===== src/rtl/mem_access_ctrl_if.sv =====
// Bundle for the request port (datapath side) and the MOV/MOC memory bus.
// master = the controller, slave = the datapath plus memory it talks to.
interface mem_access_ctrl_if;
   logic        req_valid;
   logic        req_ready;
   logic [5:0]  req_opcode;
   logic [8:0]  req_addr;
   logic [31:0] req_wdata_hi;
   logic [31:0] req_wdata_lo;
   logic        done;
   logic        err;
   logic [31:0] rdata_hi;
   logic [31:0] rdata_lo;

   logic        MOV;
   logic        ReadWrite;
   logic [8:0]  Address;
   logic [5:0]  OpCode;
   logic [31:0] DataIn;
   logic [31:0] DataOut;
   logic        MOC;
   logic        DMOC;

   modport master (
      input  req_valid, req_opcode, req_addr, req_wdata_hi, req_wdata_lo,
      output req_ready, done, err, rdata_hi, rdata_lo,
      output MOV, ReadWrite, Address, OpCode, DataIn,
      input  DataOut, MOC, DMOC
   );

   modport slave (
      output req_valid, req_opcode, req_addr, req_wdata_hi, req_wdata_lo,
      input  req_ready, done, err, rdata_hi, rdata_lo,
      input  MOV, ReadWrite, Address, OpCode, DataIn,
      output DataOut, MOC, DMOC
   );
endinterface


===== src/rtl/mem_access_ctrl.sv =====
// CPU-side MOV/MOC initiator for the 512x8 RAM: one load/store per transaction,
// doublewords issued as two 32-bit halves checked against DMOC.
module mem_access_ctrl #(
   parameter int TIMEOUT = 16
) (
   input  logic              clk,
   input  logic              reset,
   mem_access_ctrl_if.master bus
);

   localparam int CW = $clog2(TIMEOUT + 1);

   typedef enum logic [2:0] {IDLE, ISSUE, WAIT, GAP, DONE} state_t;

   state_t        state, state_nx;
   logic          mov_q, rw_q, half_q, err_q;
   logic [8:0]    addr_q;
   logic [5:0]    op_q;
   logic [31:0]   din_q, wlo_q, rhi_q, rlo_q;
   logic [CW-1:0] cnt_q;
   logic          timeout, dword_q;

   function automatic logic is_rd(input logic [5:0] op);
      case (op)
         6'b110101, 6'b100011, 6'b100101,
         6'b100001, 6'b100100, 6'b100000: is_rd = 1'b1;
         default:                         is_rd = 1'b0;
      endcase
   endfunction

   function automatic logic is_wr(input logic [5:0] op);
      case (op)
         6'b111101, 6'b101011, 6'b101001, 6'b101000: is_wr = 1'b1;
         default:                                    is_wr = 1'b0;
      endcase
   endfunction

   function automatic logic is_dw(input logic [5:0] op);
      is_dw = (op == 6'b110101) || (op == 6'b111101);
   endfunction

   assign timeout = (cnt_q == CW'(TIMEOUT - 1));
   assign dword_q = is_dw(op_q);

   // state register
   always_ff @(posedge clk) begin
      if (reset) state <= IDLE;
      else       state <= state_nx;
   end

   // next-state logic
   always_comb begin
      state_nx = state;
      unique case (state)
         IDLE:  if (bus.req_valid)
                   state_nx = (is_rd(bus.req_opcode) || is_wr(bus.req_opcode)) ? ISSUE : DONE;
         ISSUE: state_nx = WAIT;
         WAIT:  if (bus.MOC)    state_nx = (dword_q && !half_q) ? GAP : DONE;
                else if (timeout) state_nx = DONE;
         GAP:   state_nx = ISSUE;
         DONE:  state_nx = IDLE;
         default: state_nx = IDLE;
      endcase
   end

   // The closing DMOC check happens live in DONE, so err is combinational there.
   always_comb begin
      bus.req_ready = 1'b0;
      bus.done      = 1'b0;
      bus.err       = 1'b0;
      unique case (state)
         IDLE: bus.req_ready = 1'b1;
         DONE: begin
            bus.done = 1'b1;
            bus.err  = err_q | (dword_q & bus.DMOC);
         end
         default: ;
      endcase
   end

   // Registered bus side and datapath. MOV is registered from next-state so it
   // drops in GAP/DONE, guaranteeing a low cycle between memory operations.
   always_ff @(posedge clk) begin
      if (reset) begin
         mov_q  <= 1'b0;
         rw_q   <= 1'b1;
         addr_q <= '0;
         op_q   <= '0;
         din_q  <= '0;
         wlo_q  <= '0;
         rhi_q  <= '0;
         rlo_q  <= '0;
         half_q <= 1'b0;
         err_q  <= 1'b0;
         cnt_q  <= '0;
      end else begin
         mov_q <= (state_nx == ISSUE) || (state_nx == WAIT);
         unique case (state)
            IDLE: if (bus.req_valid) begin
               op_q   <= bus.req_opcode;
               addr_q <= bus.req_addr;
               rw_q   <= !is_wr(bus.req_opcode);
               din_q  <= bus.req_wdata_hi;
               wlo_q  <= bus.req_wdata_lo;
               half_q <= 1'b0;
               cnt_q  <= '0;
               err_q  <= !(is_rd(bus.req_opcode) || is_wr(bus.req_opcode));
            end
            WAIT: begin
               if (bus.MOC) begin
                  if (rw_q) begin
                     if (half_q) rlo_q <= bus.DataOut;
                     else        rhi_q <= bus.DataOut;
                  end
               end else if (timeout) begin
                  err_q <= 1'b1;
               end else begin
                  cnt_q <= cnt_q + CW'(1);
               end
            end
            GAP: begin
               if (!bus.DMOC) err_q <= 1'b1;
               din_q  <= wlo_q;
               half_q <= 1'b1;
               cnt_q  <= '0;
            end
            default: ;
         endcase
      end
   end

   assign bus.MOV       = mov_q;
   assign bus.ReadWrite = rw_q;
   assign bus.Address   = addr_q;
   assign bus.OpCode    = op_q;
   assign bus.DataIn    = din_q;
   assign bus.rdata_hi  = rhi_q;
   assign bus.rdata_lo  = rlo_q;

endmodule


===== src/flat_wrapper.sv =====
// flat-port wrapper written by rule: the top's interface ports become plain ports
module mem_access_ctrl_flat 
#(
   parameter int TIMEOUT = 16
)
  (clk, reset, bus_req_valid, bus_req_opcode, bus_req_addr, bus_req_wdata_hi, bus_req_wdata_lo, bus_req_ready, bus_done, bus_err, bus_rdata_hi, bus_rdata_lo, bus_MOV, bus_ReadWrite, bus_Address, bus_OpCode, bus_DataIn, bus_DataOut, bus_MOC, bus_DMOC);
  mem_access_ctrl_if bus_i ();
  input  logic clk;
  input  logic reset;
  input wire logic [$bits(bus_i.req_valid)-1:0] bus_req_valid;
  input wire logic [$bits(bus_i.req_opcode)-1:0] bus_req_opcode;
  input wire logic [$bits(bus_i.req_addr)-1:0] bus_req_addr;
  input wire logic [$bits(bus_i.req_wdata_hi)-1:0] bus_req_wdata_hi;
  input wire logic [$bits(bus_i.req_wdata_lo)-1:0] bus_req_wdata_lo;
  output wire logic [$bits(bus_i.req_ready)-1:0] bus_req_ready;
  output wire logic [$bits(bus_i.done)-1:0] bus_done;
  output wire logic [$bits(bus_i.err)-1:0] bus_err;
  output wire logic [$bits(bus_i.rdata_hi)-1:0] bus_rdata_hi;
  output wire logic [$bits(bus_i.rdata_lo)-1:0] bus_rdata_lo;
  output wire logic [$bits(bus_i.MOV)-1:0] bus_MOV;
  output wire logic [$bits(bus_i.ReadWrite)-1:0] bus_ReadWrite;
  output wire logic [$bits(bus_i.Address)-1:0] bus_Address;
  output wire logic [$bits(bus_i.OpCode)-1:0] bus_OpCode;
  output wire logic [$bits(bus_i.DataIn)-1:0] bus_DataIn;
  input wire logic [$bits(bus_i.DataOut)-1:0] bus_DataOut;
  input wire logic [$bits(bus_i.MOC)-1:0] bus_MOC;
  input wire logic [$bits(bus_i.DMOC)-1:0] bus_DMOC;
  assign bus_i.req_valid = bus_req_valid;
  assign bus_i.req_opcode = bus_req_opcode;
  assign bus_i.req_addr = bus_req_addr;
  assign bus_i.req_wdata_hi = bus_req_wdata_hi;
  assign bus_i.req_wdata_lo = bus_req_wdata_lo;
  assign bus_req_ready = bus_i.req_ready;
  assign bus_done = bus_i.done;
  assign bus_err = bus_i.err;
  assign bus_rdata_hi = bus_i.rdata_hi;
  assign bus_rdata_lo = bus_i.rdata_lo;
  assign bus_MOV = bus_i.MOV;
  assign bus_ReadWrite = bus_i.ReadWrite;
  assign bus_Address = bus_i.Address;
  assign bus_OpCode = bus_i.OpCode;
  assign bus_DataIn = bus_i.DataIn;
  assign bus_i.DataOut = bus_DataOut;
  assign bus_i.MOC = bus_MOC;
  assign bus_i.DMOC = bus_DMOC;
  mem_access_ctrl #(.TIMEOUT(TIMEOUT)) u_core (.clk(clk), .reset(reset), .bus(bus_i));
endmodule

===== config.mk =====
export PLATFORM = sky130hd
export DESIGN_NAME = mem_access_ctrl_flat
export DESIGN_NICKNAME = d
export VERILOG_FILES = /design/src/rtl/mem_access_ctrl_if.sv /design/src/rtl/mem_access_ctrl.sv /design/src/flat_wrapper.sv
export SDC_FILE = /design/constraint.sdc
export NUM_CORES = 1
export LEC_CHECK = 0
export BUFFER_PORTS_ARGS = -buffer_cell sky130_fd_sc_hd__clkbuf_2
export CAP_MARGIN = 20
export CELL_PAD_IN_SITES_DETAIL_PLACEMENT = 1
export CELL_PAD_IN_SITES_GLOBAL_PLACEMENT = 2
export CORE_MARGIN = 10
export CORE_UTILIZATION = 25
export CTS_BUF_LIST = sky130_fd_sc_hd__clkbuf_2
export DETAILED_ROUTE_END_ITERATION = 12
export PLACE_DENSITY = 0.9
export RECOVER_POWER = 50
export SLEW_MARGIN = 15
export SYNTH_ARGS = -nofsm -noshare
export SYNTH_HDL_FRONTEND = slang
export SYNTH_SLANG_ARGS = --single-unit
export TNS_END_PERCENT = 20

===== constraint.sdc =====
create_clock -name clk -period 1.64 [get_ports clk]
set_input_delay 0.328 -clock clk [delete_from_list [all_inputs] [get_ports clk]]
set_output_delay 0.328 -clock clk [all_outputs]
set_load 0.02 [all_outputs]

---- Yosys cells after proc, flatten, opt, wreduce, memory -nomap -nowiden ----
Index checks and enable logic that the tools add are counted.
operators by class
  $mul .................................... 0
  shifts and indexed selects .............. 0
  bitwise operators ....................... 3
  eq/ne operators ......................... 24
  magnitude comparators ................... 0
  mux-type cells .......................... 30
  div/mod/pow operators ................... 0
  reductions and logical operators ........ 19
  add/subtract/negate cells ............... 1
operators by type and width
  kind                 count
  $eq 6x6->1 const B   12
  $pmux 32 s2          1
  $mux 32              1
  $mux 1               16
  $mux 3               5
  $mux 5               3
  $pmux 5 s3           1
  $pmux 3 s4           1
  $reduce_and 4->1     3
  $eq 3x2->1 const B   3
  $ne 2x2->1 const B   4
  $eq 3x1->1 const B   2
  $reduce_or 6->1      1
  $add 5x1->5 const B  1
  $eq 5x4->1 const B   1
  $reduce_and 5->1     1
  $logic_or 1x1->1     4
  $reduce_and 2->1     2
  $reduce_or 4->1      1
  $eq 3x3->1 const B   1
  $logic_not 1->1      3
  $logic_not 3->1      1
  $pmux 1 s3           1
  $reduce_bool 3->1    1
  7 further kinds      7
word-level totals
  bits in registers ....................... 155
  bits of input ports ..................... 116
  memory bits (writable) .................. 0
  word-level logic and storage cells ...... 89
  memories ................................ 0
  memory bits (read-only) ................. 0
  output and inout port bits .............. 116
  latch bits .............................. 0

---- Longest topological paths before layout ----
  word-level depth ........................ 11
  mapped depth ............................ 7
  gate-level depth less buffers ........... 7

---- Least setup slack after synthesis ----
Ideal clock, no wire load.
  kind .................................... reg2out
  start ................................... register u_core.state[2]
  end ..................................... output bus_err
  slack ................................... -0.196 ns
  data required time ...................... 1.312 ns
  arrival time ............................ 1.508 ns
  buffers on the path ..................... 0
  cell stages (with the launch flop) ...... 4
  cells stage by stage .................... dfxtp_1 > inv_1 > nor3_1 > nor2b_1
on the way
  cells in the longest elaborated chain, start to end .. 2
RTL lines
  item                    RTL line               RTL
  start, declared         mem_access_ctrl.sv:15  state_t state, state_nx;
  start signal, assigned  mem_access_ctrl.sv:48  else state <= state_nx;
  $eq 3x3->1              mem_access_ctrl.sv:71  unique case (state)
  $mux 1                  mem_access_ctrl.sv:71
  end, declared           flat_wrapper.sv:17     output wire logic [$bits(bus_i.err)-1:0] bus_err;
No other way between the ends.

---- Worst setup path after layout ----
Same ends and word-level chain as after synthesis.

==> results by group <==
Setup path
  – Crit path kind: reg -> out
  – Critical-path cell list: clkinvlp_4, nor3_4, nor2b_4, buf_8
  – R2R depth: 10
  – Top Family by Delay on Critical Path: simple AND/OR/NAND/NOR gates
  – Critical path's largest stage delay: 0.43 ns
  – Worst setup SP type: flip-flop
  – Buf+Inv Stages, Crit Path: 2
  – Required time of the critical path: 1.31 ns
  – Crit path DAT: 1.83 ns
  – Worst path depth: 4
  – Critical Path Slowest Stage Cell: dfxtp_4
  – Critical path endpoint category: primary output
  – Crit-path max FO: 3

Synthesis
  – Syn_area_per_cell: 8.00 um^2
  – Distinct cells, synth: 43
  – Top cells by count, synth: nand2_1 (290), dfxtp_1 (155), a21oi_1 (118)
  – Number of flops mapped to enable cells by yosys: 0
  – Mapped cell area: 5960 um^2
  – Top-count cell post-synth: nand2_1
  – Yosys warns: 0
  – Syn_nets: 863
  – Seq/Total Area, Yosys: 52.1%
  – Post-synth ARST share: 0%
  – Top cell type's share of synthesized area: 52.1%
  – Yosys reg bits: 155
  – Area contributors post-synth: dfxtp_1 (52%), nand2_1 (18%), a21oi_1 (9.9%)
  – Main synth FF type: dfxtp_1
  – Cells after Synth: 745
  – Yosys top cell by area: dfxtp_1

Route
  – Initial DRC count: 323
  – Pre-antenna DRT Iters: 5
  – WL/cell: 20.3 um
  – Met3 wire length: 1710 um
  – Met1 WL: 11300 um
  – Via count of the routed design: 6885
  – Vias/cell: 4.75
  – Drt drc: 0
  – Post-DRT Antenna Nets: 0
  – Final wirelength: 29400 um
  – Max layer used: met4
  – WL met2: 15700 um

Clock tree
  – Clock root buffer: clkbuf_2
  – CTS max path bufs: 2
  – Insertion delay to the later sink of the worst-skew pair: 0.74 ns
  – Clock transition at path regs: 0.26 ns
  – Num CTS Buffers: 17
  – CTS tree: built
  – Depth of the CTS H-tree: 4
  – Sink Count: 155

Power
  – Pwr Density: 705 nW/um^2
  – Pwr Total: 0.00798 W
  – VDD IR-drop max: 0.351 mV
  – Lkg Pwr: 4.60 nW

Floorplanning
  – Core ar.: 23500 um^2
  – Initial core utilization: 25.4%
  – Die Y: 174 um
  – # rows: 56
  – Total die area: 30400 um^2
  – I/O pin count: 232
  – Die W: 174 um

Place
  – Placement Cell Area: 7590 um^2
  – PortBufs: 231
  – Inst Count DP: 1269
  – Hpwl dp: 15000 um
  – RePlAce Congestion: 0.773

Final layout
  – FILL cells: 2648
  – Final Instance Area: 11300 um^2
  – Area Growth Syn to Fin: 89.9%
  – Nets@finish: 1233
  – Non-Filler Instances: 1450
  – Layout cell share with drive strength beyond 1: 50.3%

Global route
  – First-pass GRT wire length: 42200 um
  – Initial antenna violation count: 4
  – Vias in the first global route: 7336
  – Global Route Usage Sum: 17.1%
  – Overflow after GRT: 0
  – Largest net degree at the start of global routing: 82

STA
  – Slew headroom: 68.8%
  – Clock Skew: 0.0369 ns
  – Final period utilization: 131%
  – Fin crit period: 2.16 ns
  – Max-slew violation count: 0
  – FMAX: 0.464 GHz
  – WHS: 0.146 ns
  – PnR worst setup slack: -0.516 ns
  – Final setup viols: 158
  – Worst slew pin tran: 0.468 ns
  – RSZ-0062 raised after global routing: yes
  – Setup TNS: -34.01 ns
  – Final Hold Viols: 0

Status
  – Failing checks: setup timing
  – Outcome: finished, violations left

Run
  – MaxCap Viol Count: 0

Hold path
  – Hold depth: 5
  – Worst min path class: in -> reg
[worst reg2reg max path: cells and delay by family, from the launching register on]
family / cells / cell delay, ns
buf+inv: 7 / 0.97
simple gates: 2 / 0.49
flops: 1 / 0.41
compound gates: 1 / 0.16
[worst paths after layout]
path | start | end | slack (ns)
worst max register to register | u_core.state[1] | u_core.bus.Address[2] | -0.42
worst min register to register | u_core.wlo_q[21] | u_core.wlo_q[21] | 0.47
worst min-delay path | bus_req_valid | u_core.wlo_q[21] | 0.15
worst max-delay path | u_core.state[2] | bus_err | -0.52
[layout by cell type, fill, tap and decap left out, types with 2 or more instances in the layout]
cell type	count
nand2_4	30
inv_6	4
nand2_1	255
inv_8	4
inv_1	2
a21oi_1	84
a311oi_2	32
nor2b_1	3
nand4b_1	2
or3_1	3
nand2_2	6
buf_6	17
buf_8	116
ha_4	2
clkbuf_2	131
a31oi_4	2
clkinvlp_4	4
nor3_4	3
dfxtp_4	6
a21oi_2	34
clkbuf_16	3
buf_4	33
buf_12	11
diode_2	4
dlygate4sd3_1	112
nor2_1	36
nand3_1	7
nand4_1	2
dfxtp_2	111
dfxtp_1	38
a311oi_1	2
[cell type report]
class                           instances  area, um^2  share of cell area, %
Inverter                                3        15.0                  0.133
Antenna cell                            4        10.0                 0.0884
Sequential cell                       155        3260                   28.8
Tap cell                              319         399                   3.53
Multi-Input combinational cell        531        3220                   28.4
Clock inverter                         14         158                   1.39
Clock buffer                           17        85.1                  0.752
Timing Repair Buffer                  407        4170                   36.9
[flip-flops by register name (all words and copies together), names as in the netlist]
register / flops
u_core.wlo_q: 32
u_core.bus.DataIn: 32
u_core.bus.MOV: 1
u_core.half_q: 1
u_core.bus.rdata_lo: 32
u_core.bus.Address: 9
u_core.err_q: 1
u_core.bus.OpCode: 6
u_core.cnt_q: 5
u_core.bus.rdata_hi: 32
u_core.bus.ReadWrite: 1
u_core.state: 3
[what timing repair did]
item	CTS	global route
resized for setup	395	250
hold buffers	112	0
pin swaps	16	64
endpoints found under the hold margin	149	0
buffers inserted	21	9
setup endpoints to repair	150	271
cloned	1	5
[where the power goes]
part           leakage (nW)  switching, W  internal, W  total (W)
Clock                 0.139       0.00165     0.000616    0.00226
Combinational          3.15      0.000810     0.000859    0.00167
Sequential             1.32      0.000122      0.00392    0.00405
Total                  4.60       0.00258      0.00540    0.00798
[per-layer routing]
layer | GRT usage, % | vias up
met4 | 6.45 | 0
met5 | 0 | -
met3 | 5.27 | 51
li1 | - | 3230
met1 | 18.3 | 3397
met2 | 31.0 | 207
[kinds of logic (layout without fill, tap and decap cells)]
kind of cell               count (synthesis)  after routing  synth area share [%]
AOI/OAI and AO/OA                        164            164                  17.6
adders and majority gates                  2              2                 0.420
buffers and inverters                     59            441                  4.66
DFF                                      155            155                  52.1
muxes                                      1              1                 0.168
other                                      0              4                     0
and+or+nand+nor                          364            364                  25.1
[metrics by stage]
stage / util (%) / setup WS (ns)
after detailed placement: 32.4 / -0.300
after global routing: 48.2 / -0.681
final: 48.2 / -0.516
after CTS: 44.6 / -0.596
after global placement: 32.4 / -0.184
after floorplan: - / -0.134
Note: power is estimated with default switching activity, not from simulation.
